$ cat src/rtl/aes_dom_pkg.sv
// Shared definitions for the masked SubBytes sequencer: FSM encoding,
// byte count of an AES state and share/byte bit-position helper.
package aes_dom_pkg;

    localparam int NUM_BYTES = 16;

    typedef enum logic [1:0] {
        ST_IDLE  = 2'd0,
        ST_FEED  = 2'd1,
        ST_DRAIN = 2'd2,
        ST_DONE  = 2'd3
    } seq_state_t;

    // Bit offset of byte b of share s inside a packed 128*SHARES state vector.
    function automatic int byte_lsb(input int s, input int b);
        return 128 * s + 8 * b;
    endfunction

endpackage

$ cat src/rtl/valid_pipe.sv
// Valid-bit shift register matching the sbox pipeline depth; the tap marks
// the cycle in which the sbox output for a fed byte is present.
module valid_pipe #(
    parameter int DEPTH = 4
) (
    input  logic i_clk,
    input  logic i_rst_n,
    input  logic i_d,
    output logic o_tap,
    output logic o_any
);

    logic [DEPTH-1:0] r_sh;

    // Shift a token in every cycle; cleared by reset so aborted runs leave nothing in flight.
    always_ff @(posedge i_clk) begin
        if (!i_rst_n) begin
            r_sh <= '0;
        end else begin
            r_sh[0] <= i_d;
            for (int i = 1; i < DEPTH; i++) begin
                r_sh[i] <= r_sh[i-1];
            end
        end
    end

    assign o_tap = r_sh[DEPTH-1];
    assign o_any = |r_sh;

endmodule

$ cat src/rtl/masked_subbytes_seq.sv
// Masked SubBytes sequencer: streams the 16 bytes of a shared AES state into
// an external pipelined DOM sbox and reassembles the shared results.
// Shares are only ever moved, never combined with each other.
module masked_subbytes_seq
    import aes_dom_pkg::*;
#(
    parameter int SHARES       = 2,
    parameter int SBOX_LATENCY = 4
) (
    input  logic                    ClkxCI,
    input  logic                    RstxBI,
    input  logic                    StartxSI,
    input  logic [128*SHARES-1:0]   StatexDI,
    output logic                    ReadyxSO,
    output logic                    DonexSO,
    output logic [128*SHARES-1:0]   StatexDO,
    output logic [8*SHARES-1:0]     SboxXxDO,
    input  logic [8*SHARES-1:0]     SboxQxDI,
    output logic                    RndEnxSO
);

    seq_state_t              r_state;
    logic [3:0]              r_in_cnt;
    logic [3:0]              r_out_cnt;
    logic [128*SHARES-1:0]   r_in;
    logic [128*SHARES-1:0]   r_res;
    logic                    r_ready;
    logic                    r_done;
    logic                    w_vld_in;
    logic                    w_vld_tap;
    logic                    w_vld_any;
    logic                    w_accept;

    assign w_accept = (r_state == ST_IDLE) && StartxSI;
    assign w_vld_in = (r_state == ST_FEED);

    valid_pipe #(
        .DEPTH (SBOX_LATENCY)
    ) u_valid_pipe (
        .i_clk   (ClkxCI),
        .i_rst_n (RstxBI),
        .i_d     (w_vld_in),
        .o_tap   (w_vld_tap),
        .o_any   (w_vld_any)
    );

    // Sequencing FSM: latch the state, feed 16 bytes, wait for the last result, pulse done.
    always_ff @(posedge ClkxCI) begin
        if (!RstxBI) begin
            r_state  <= ST_IDLE;
            r_in_cnt <= 4'd0;
            r_in     <= '0;
            r_ready  <= 1'b1;
            r_done   <= 1'b0;
        end else begin
            case (r_state)
                ST_IDLE: begin
                    if (StartxSI) begin
                        r_in     <= StatexDI;
                        r_in_cnt <= 4'd0;
                        r_ready  <= 1'b0;
                        r_state  <= ST_FEED;
                    end
                end
                ST_FEED: begin
                    // Counter parks at 15 instead of wrapping; it is reloaded on the next start.
                    if (r_in_cnt == 4'(NUM_BYTES - 1)) begin
                        r_state <= ST_DRAIN;
                    end else begin
                        r_in_cnt <= r_in_cnt + 4'd1;
                    end
                end
                ST_DRAIN: begin
                    if (w_vld_tap && (r_out_cnt == 4'(NUM_BYTES - 1))) begin
                        r_done  <= 1'b1;
                        r_state <= ST_DONE;
                    end
                end
                ST_DONE: begin
                    r_done  <= 1'b0;
                    r_ready <= 1'b1;
                    r_state <= ST_IDLE;
                end
                default: begin
                    r_state <= ST_IDLE;
                end
            endcase
        end
    end

    // Result capture runs off the valid tap alone, independent of the FSM state.
    always_ff @(posedge ClkxCI) begin
        if (!RstxBI) begin
            r_res     <= '0;
            r_out_cnt <= 4'd0;
        end else if (w_accept) begin
            r_out_cnt <= 4'd0;
        end else if (w_vld_tap) begin
            for (int s = 0; s < SHARES; s++) begin
                r_res[byte_lsb(s, int'(r_out_cnt)) +: 8] <= SboxQxDI[8*s +: 8];
            end
            if (r_out_cnt != 4'(NUM_BYTES - 1)) begin
                r_out_cnt <= r_out_cnt + 4'd1;
            end
        end
    end

    // Sbox input mux: current byte of every share while feeding, zero otherwise.
    always_comb begin
        SboxXxDO = '0;
        if (r_state == ST_FEED) begin
            for (int s = 0; s < SHARES; s++) begin
                SboxXxDO[8*s +: 8] = r_in[byte_lsb(s, int'(r_in_cnt)) +: 8];
            end
        end
    end

    assign ReadyxSO = r_ready;
    assign DonexSO  = r_done;
    assign StatexDO = r_res;
    assign RndEnxSO = (r_state == ST_FEED) || w_vld_any;

endmodule
$ cat config.mk
export PLATFORM = sky130hd
export DESIGN_NAME = masked_subbytes_seq
export DESIGN_NICKNAME = d
export VERILOG_FILES = /design/src/rtl/aes_dom_pkg.sv /design/src/rtl/valid_pipe.sv /design/src/rtl/masked_subbytes_seq.sv
export SDC_FILE = /design/constraint.sdc
export NUM_CORES = 1
export LEC_CHECK = 0
export ABC_AREA = 1
export CORE_UTILIZATION = 30
export CTS_CLUSTER_DIAMETER = 150
export DETAILED_ROUTE_END_ITERATION = 16
export GPL_ROUTABILITY_DRIVEN = 0
export GPL_TIMING_DRIVEN = 0
export SYNTH_ARGS = -nofsm -noshare
export SYNTH_HDL_FRONTEND = slang
export SYNTH_HIERARCHICAL = 1
export SYNTH_SLANG_ARGS = --single-unit
$ cat constraint.sdc
create_clock -name ClkxCI -period 6 [get_ports ClkxCI]
set_input_delay 0.6 -clock ClkxCI [delete_from_list [all_inputs] [get_ports ClkxCI]]
set_output_delay 0.6 -clock ClkxCI [all_outputs]
set_load 0.005 [all_outputs]
==> results.sh, run 1 <==
export IMPL_criticalPathCategory="reg2out"
export IMPL_firstDrtPassIters=6
export IMPL_die_area_um2=79400
export IMPL_ys_top_cells_by_area="sky130_fd_sc_hd__dfxtp_1 (45%), sky130_fd_sc_hd__nor2_1 (14%), sky130_fd_sc_hd__o21ai_0 (12%)"
export IMPL_detail_route_wirelength_um=111000
export IMPL_yosys_area_top_type_share_pct=45.0
export IMPL_max_freq_ghz=0.220
export IMPL_grt_setup_unrepaired="false"
export IMPL_rr_startpoint="r_out_cnt[0]"
export IMPL_final_setup_worst_slack_ns=1.46
export IMPL_yosys_register_bits=528
export IMPL_hold_viol_final=0
export IMPL_regArea_um2=10600
export IMPL_syn_instance_count=3390
export IMPL_ys_flop_type="sky130_fd_sc_hd__dfxtp_1"
export IMPL_grt_pass1_wl_um=158000
export IMPL_post_cts_resized=0
export IMPL_number_of_global_route_vias_before_repair=24600
export IMPL_worst_slew_pin_transition_ns=1.42
export IMPL_die_h_um=282
export IMPL_synthesis_nets=3678
export IMPL_fillCellCount=8155
export IMPL_yosysWarnings=6
export IMPL_hold_removal_path_class="reg2reg"
export IMPL_placement_setup_worst_slack_ns=2.03
export IMPL_yosys_top_cells_count="sky130_fd_sc_hd__nor2_1 (890), sky130_fd_sc_hd__o21ai_0 (544), sky130_fd_sc_hd__dfxtp_1 (528), sky130_fd_sc_hd__nand2_1 (361), sky130_fd_sc_hd__inv_1 (205)"
export IMPL_ys_async_sr_fraction_pct=0
export IMPL_status="finished, final reports clean"
export IMPL_timing_max_slew_rel_slack_pct=4.45
export IMPL_clkTransAtPathRegs_ns=0.06
export IMPL_average_size_of_a_mapped_cell_um2=6.93
export IMPL_portBuffers=549
export IMPL_cts_tree="done"
export IMPL_post_synth_num_cell_types=42
export IMPL_initial_antenna_violation_count=4
export IMPL_power_per_cell_area_nw_per_um2=337
export IMPL_layout_drive_gt1_share_pct=4.82
export IMPL_layout_worst_path_cycle_share_pct=75.6
export IMPL_reg2reg_depth=12
export IMPL_hold_path_depth=2
export IMPL_post_synth_instance_area_um2=23500
export IMPL_regToRegSetupSlack_ns=2.19
export IMPL_timing_clock_skew_ns=0.0159
export IMPL_hpwl_um=86700
export IMPL_setup_total_negative_slack_ns=0
export IMPL_cp_required_ns=5.40
export IMPL_multi_input_area_um2=11200
export IMPL_cellLeakagePower_nw=12.7
export IMPL_yosysMostFrequentCell="sky130_fd_sc_hd__nor2_1"
export IMPL_finalNetCount=4288
export IMPL_timing_rr_end="StatexDO[109]"
export IMPL_clock_tree_htree_level_count=2
export IMPL_synth_top_area_cell="sky130_fd_sc_hd__dfxtp_1"
export IMPL_core_rowCount=102
export IMPL_globalRoute_totalOverflow=0
export IMPL_worst_endpoint_arrival_ns=3.94
export IMPL_cts_buffers=59
export IMPL_insertion_delay_ns=0.61
export IMPL_postCtsSetupRepairBufs=0
export IMPL_finalWorstPathRequiredPeriod_ns=4.54
export IMPL_core_um2=77500
export IMPL_critPathLaunchType="flop"
export IMPL_end_kind="output port"
export IMPL_cts_num_sinks=528
export IMPL_number_of_synthesized_flops_with_an_enable_pin=0
export IMPL_cts_hold_fix_buffers=0
export IMPL_slew_viol_final=0
export IMPL_grt_usage_pct=26.7
export IMPL_max_cap_violations=0
export IMPL_initial_utilization_pct=30.3
export IMPL_area_growth_synth_to_final_pct=37.5
export IMPL_finalSetupViolCount=0
export IMPL_first_iter_violations=2258
export IMPL_drc=0
export IMPL_worst_hold_path_endpoint="u_valid_pipe/r_sh[1]"
export IMPL_worst_path_maximum_fanout=10
export IMPL_share_of_the_yosys_chip_area_belonging_to_registers_pct=45.0
export IMPL_worst_ir_drop_vdd_v=0.000242
export IMPL_grt_start_max_net_pins=15
export IMPL_die_x_um=282
export IMPL_vias=26000
export IMPL_cts_root_to_sink_buffers=3
export IMPL_worst_hold_start="u_valid_pipe/r_sh[0]"
export IMPL_boundaryPins=550
export IMPL_cts_root_buf="sky130_fd_sc_hd__clkbuf_16"
export IMPL_wire_per_inst_um=21.8
export IMPL_vias_per_cell=5.11
export IMPL_route_antenna_remaining_nets=0
sequential cells by signal (all words and copies together) (netlist names):
register	count
DonexSO	1
r_in_cnt	4
u_valid_pipe/r_sh	4
r_state	2
r_out_cnt	4
ReadyxSO	1
StatexDO	256
r_in	256
cell type report:
class / count / area share (%)
timing repair buffer: 549 / 17.0
antenna: 5 / 0.0387
tap: 1040 / 4.03
buffer: 236 / 2.96
sequential: 528 / 32.7
inverter: 214 / 2.49
multi-input combinational: 2412 / 34.5
clock buffer: 88 / 5.66
clock inverter: 19 / 0.565
layout by cell type, fill, tap and decap left out, drive strengths merged:
master / count
clkbuf: 257
nand3: 85
nor3b: 1
o21a: 10
dfxtp: 528
clkdlybuf4s50: 549
xor2: 2
nor4: 9
o221ai: 11
o21bai: 4
nand4: 53
buf: 67
ha: 13
bufinv: 3
o211ai: 22
nor2: 910
diode: 5
o22ai: 39
o21ai: 547
nand2: 372
nor3: 91
inv: 212
o31ai: 1
or2: 2
nand3b: 8
a31oi: 77
clkinvlp: 2
clkinv: 16
a211oi: 4
a21oi: 151
metrics by stage:
step                      power [W]  util, %  std cells  area [µm²]  hold WS, ns
after floorplan             0.00586        -       3390       23500        0.407
after global placement      0.00710     39.1       4979       30300        0.416
after CTS                    0.0109     41.7       5086       32300        0.433
after global routing         0.0114     41.7       5087       32300        0.454
after detailed placement    0.00713     39.1       4979       30300        0.425
final                        0.0109     41.7       5091       32300        0.427
where the power goes:
part | switching [W] | total, W | internal [W]
Combinational | 0.00189 | 0.00280 | 0.000906
Clock | 0.00153 | 0.00375 | 0.00222
Sequential | 0.000314 | 0.00433 | 0.00402
Total | 0.00374 | 0.0109 | 0.00714
worst max-delay path, cell delays in order, from the launching register on:
cell and delay [ns]:
sky130_fd_sc_hd__dfxtp_1 0.36, sky130_fd_sc_hd__buf_2 0.24, sky130_fd_sc_hd__inv_1 0.22, sky130_fd_sc_hd__buf_2 0.32, sky130_fd_sc_hd__clkbuf_1 0.47, sky130_fd_sc_hd__nor2_1 0.11
sky130_fd_sc_hd__o221ai_1 0.32, sky130_fd_sc_hd__nand3_1 0.33, sky130_fd_sc_hd__a31oi_1 0.37, sky130_fd_sc_hd__clkdlybuf4s50_1 0.57
cell families (layout without fill, tap and decap cells):
kind of cell	Yosys count	after routing	share of synthesized area [%]
fa+ha+maj	13	13	0.692
simple gates	1531	1531	27.0
buf+inv	450	1106	7.49
xor+xnor	2	2	0.0746
flops	528	528	45.0
other cells	0	5	0
compound gates	866	866	19.8
how the worst max path moves through the flow:
| stage | start | end | slack (ns) | depth (start not counted) |
|---|---|---|---|---|
| 4_1_cts | r_in_cnt[0] | SboxXxDO[9] | 1.45 | 8 |
| 3_5_place_dp | RstxBI | r_in[247] | 2.03 | 6 |
| 6_report | r_in_cnt[0] | SboxXxDO[10] | 1.46 | 9 |
| 2_1_floorplan | r_out_cnt[0] | StatexDO[88] | 3.54 | 14 |
| 3_3_place_gp | RstxBI | r_in[247] | 1.99 | 6 |
| 5_1_grt | r_in_cnt[0] | SboxXxDO[10] | 1.32 | 9 |
metal layers:
layer	wire [µm]	GRT usage (%)	part of all wire, %
met3	10600	6.60	9.6
met2	51500	45.4	46
met5	13	0	0.012
met1	41800	30.4	38
met4	6880	15.2	6.2
Power figures use the tool's default switching activity.
==> inputs of run 2 (changes only) <==
Clock period 6 ns to 4 ns, I/O delays scaled along.
==> run 2 against run 1 <==
Effect of this change: flip-flop and latch count unchanged; cell count about the same; worst setup slack got worse by 1.4 ns; register-to-register slack got worse by 1.9 ns; largest power group unchanged; design area increased by 0.14%; power increased by 50%; critical path type unchanged.
==> results.sh, run 2 (synthesized netlist as in run 1, its figures left out) <==
export IMPL_cts_buffers=59
export IMPL_finalWorstPathRequiredPeriod_ns=3.97
export IMPL_initial_antenna_violation_count=4
export IMPL_boundaryPins=550
export IMPL_end_kind="output port"
export IMPL_status="finished, final reports clean"
export IMPL_drc=0
export IMPL_hold_removal_path_class="in2reg"
export IMPL_rr_startpoint="r_out_cnt[0]"
export IMPL_die_x_um=282
export IMPL_route_antenna_remaining_nets=0
export IMPL_cts_tree="done"
export IMPL_critical_path_endpoint="SboxXxDO[13]"
export IMPL_placed_cells_incl_taps=4979
export IMPL_worst_path_maximum_fanout=10
export IMPL_multi_input_area_um2=11200
export IMPL_crit_chain="buf_6 > clkbuf_1 > nor2_1 > o221ai_1 > nand3_1 > a31oi_1 > clkdlybuf4s50_1"
export IMPL_worst_slew_pin_transition_ns=1.28
export IMPL_grt_setup_unrepaired="false"
export IMPL_timing_max_slew_rel_slack_pct=13.6
export IMPL_area_growth_synth_to_final_pct=37.7
export IMPL_die_area_um2=79400
export IMPL_routed_top_layer="met5"
export IMPL_portBuffers=549
export IMPL_firstDrtPassIters=6
export IMPL_initial_utilization_pct=30.3
export IMPL_regArea_um2=10600
export IMPL_die_h_um=282
export IMPL_fillCellCount=8150
export IMPL_max_cap_violations=0
export IMPL_finalSetupViolCount=0
export IMPL_fin_cells=5088
export IMPL_cts_num_sinks=528
export IMPL_insertion_delay_ns=0.62
export IMPL_first_iter_violations=2282
export IMPL_wire_per_inst_um=21.7
export IMPL_hpwl_um=86700
export IMPL_postCtsSetupRepairBufs=0
export IMPL_met1_length_um=42200
export IMPL_slowest_delay_ns=0.57
export IMPL_regToRegSetupSlack_ns=0.29
export IMPL_setup_total_negative_slack_ns=0
export IMPL_cellLeakagePower_nw=12.8
export IMPL_grt_start_max_net_pins=15
export IMPL_vias_per_cell=5.09
export IMPL_detail_route_wirelength_um=111000
export IMPL_layout_drive_gt1_share_pct=5.26
export IMPL_core_um2=77500
export IMPL_timing_rr_end="StatexDO[46]"
export IMPL_globalRoute_totalOverflow=0
export IMPL_criticalPathCategory="reg2out"
export IMPL_startpoint="r_in_cnt[0]"
export IMPL_met2_wirelength_um=51600
export IMPL_finish_utilization_pct=41.8
export IMPL_critPathLaunchType="flop"
export IMPL_slew_viol_final=0
export IMPL_cp_slowest_cell="sky130_fd_sc_hd__clkdlybuf4s50_1"
export IMPL_wl_met3_um=9760
export IMPL_final_common_cell="sky130_fd_sc_hd__nor2_1"
export IMPL_cp_required_ns=3.60
export IMPL_layout_common_cells="sky130_fd_sc_hd__nor2_1 (890), sky130_fd_sc_hd__clkdlybuf4s50_1 (549), sky130_fd_sc_hd__o21ai_0 (544)"
export IMPL_worst_ir_drop_vdd_v=0.000359
export IMPL_power_per_cell_area_nw_per_um2=505
export IMPL_grt_usage_pct=26.7
export IMPL_cts_root_buf="sky130_fd_sc_hd__clkbuf_16"
export IMPL_worst_endpoint_arrival_ns=3.57
export IMPL_cts_root_to_sink_buffers=3
export IMPL_timing_clock_skew_ns=0.0167
export IMPL_number_of_global_route_vias_before_repair=24600
export IMPL_hold_viol_final=0
export IMPL_max_freq_ghz=0.252
export IMPL_core_rowCount=102
export IMPL_clkTransAtPathRegs_ns=0.06
export IMPL_finalNetCount=4288
export IMPL_layout_worst_path_cycle_share_pct=99.3
export IMPL_clock_tree_htree_level_count=2
export IMPL_vias=25900
export IMPL_reg2reg_depth=12
export IMPL_grt_pass1_wl_um=158000
-- run 2: worst min path at each step --
stage	start	to	slack (ns)	cells after the start
finish	StatexDI[79]	r_in[79]	0.41	3
global route	StatexDI[71]	r_in[71]	0.42	3
CTS	StatexDI[77]	r_in[77]	0.39	3
detailed placement	u_valid_pipe/r_sh[0]	u_valid_pipe/r_sh[1]	0.43	2
global placement	u_valid_pipe/r_sh[0]	u_valid_pipe/r_sh[1]	0.42	2
floorplan	u_valid_pipe/r_sh[0]	u_valid_pipe/r_sh[1]	0.41	2
-- run 2: cell type report --
| type | count | area share [%] |
|---|---|---|
| Antenna cell | 2 | 0.0155 |
| Clock inverter | 19 | 0.565 |
| Multi-Input combinational cell | 2412 | 34.6 |
| Tap cell | 1040 | 4.02 |
| Clock buffer | 88 | 5.65 |
| Inverter | 214 | 2.48 |
| Sequential cell | 528 | 32.7 |
| Buffer | 236 | 3.03 |
| Timing Repair Buffer | 549 | 17.0 |
-- run 2: metrics by stage --
step                      setup WS (ns)  hold slack [ns]  area (µm²)  total power, W
after global placement            0.193            0.416       30300          0.0106
after CTS                        0.0288            0.389       32300          0.0163
after global routing             0.0186            0.422       32400          0.0171
after floorplan                    1.54            0.407       23500         0.00879
final                            0.0270            0.413       32400          0.0163
after detailed placement          0.230            0.425       30300          0.0107
-- run 2: critical path: cells and delay by family (launching register included) --
| family | cells | cell delay, ns |
|---|---|---|
| compound gates | 2 | 0.75 |
| buf+inv | 3 | 1.26 |
| flops | 1 | 0.39 |
| simple gates | 2 | 0.55 |
-- run 2: routing by layer --
metal / vias up / track usage [%]
met5: - / 0
met4: 4 / 15.3
met3: 287 / 6.51
met2: 1209 / 45.4
met1: 12000 / 30.4
li1: 12500 / -
-- run 2: report_power, final --
group | internal (W) | switching, W
Combinational | 0.00138 | 0.00284
Sequential | 0.00603 | 0.000471
Clock | 0.00333 | 0.00229
-- run 2: timing repair --
action / CTS / global route
hold buffers: 0 / 0
endpoints found under the setup margin: 15 / 15
pin swaps: 1 / 3
gates resized for setup: 12 / 10
==> inputs of run 3 (changes only) <==
Settings changed: CTS_CLUSTER_DIAMETER 150 to default.
==> results of run 3 <==
No change in the layout: final DEF, timing and power equal those of run 2.
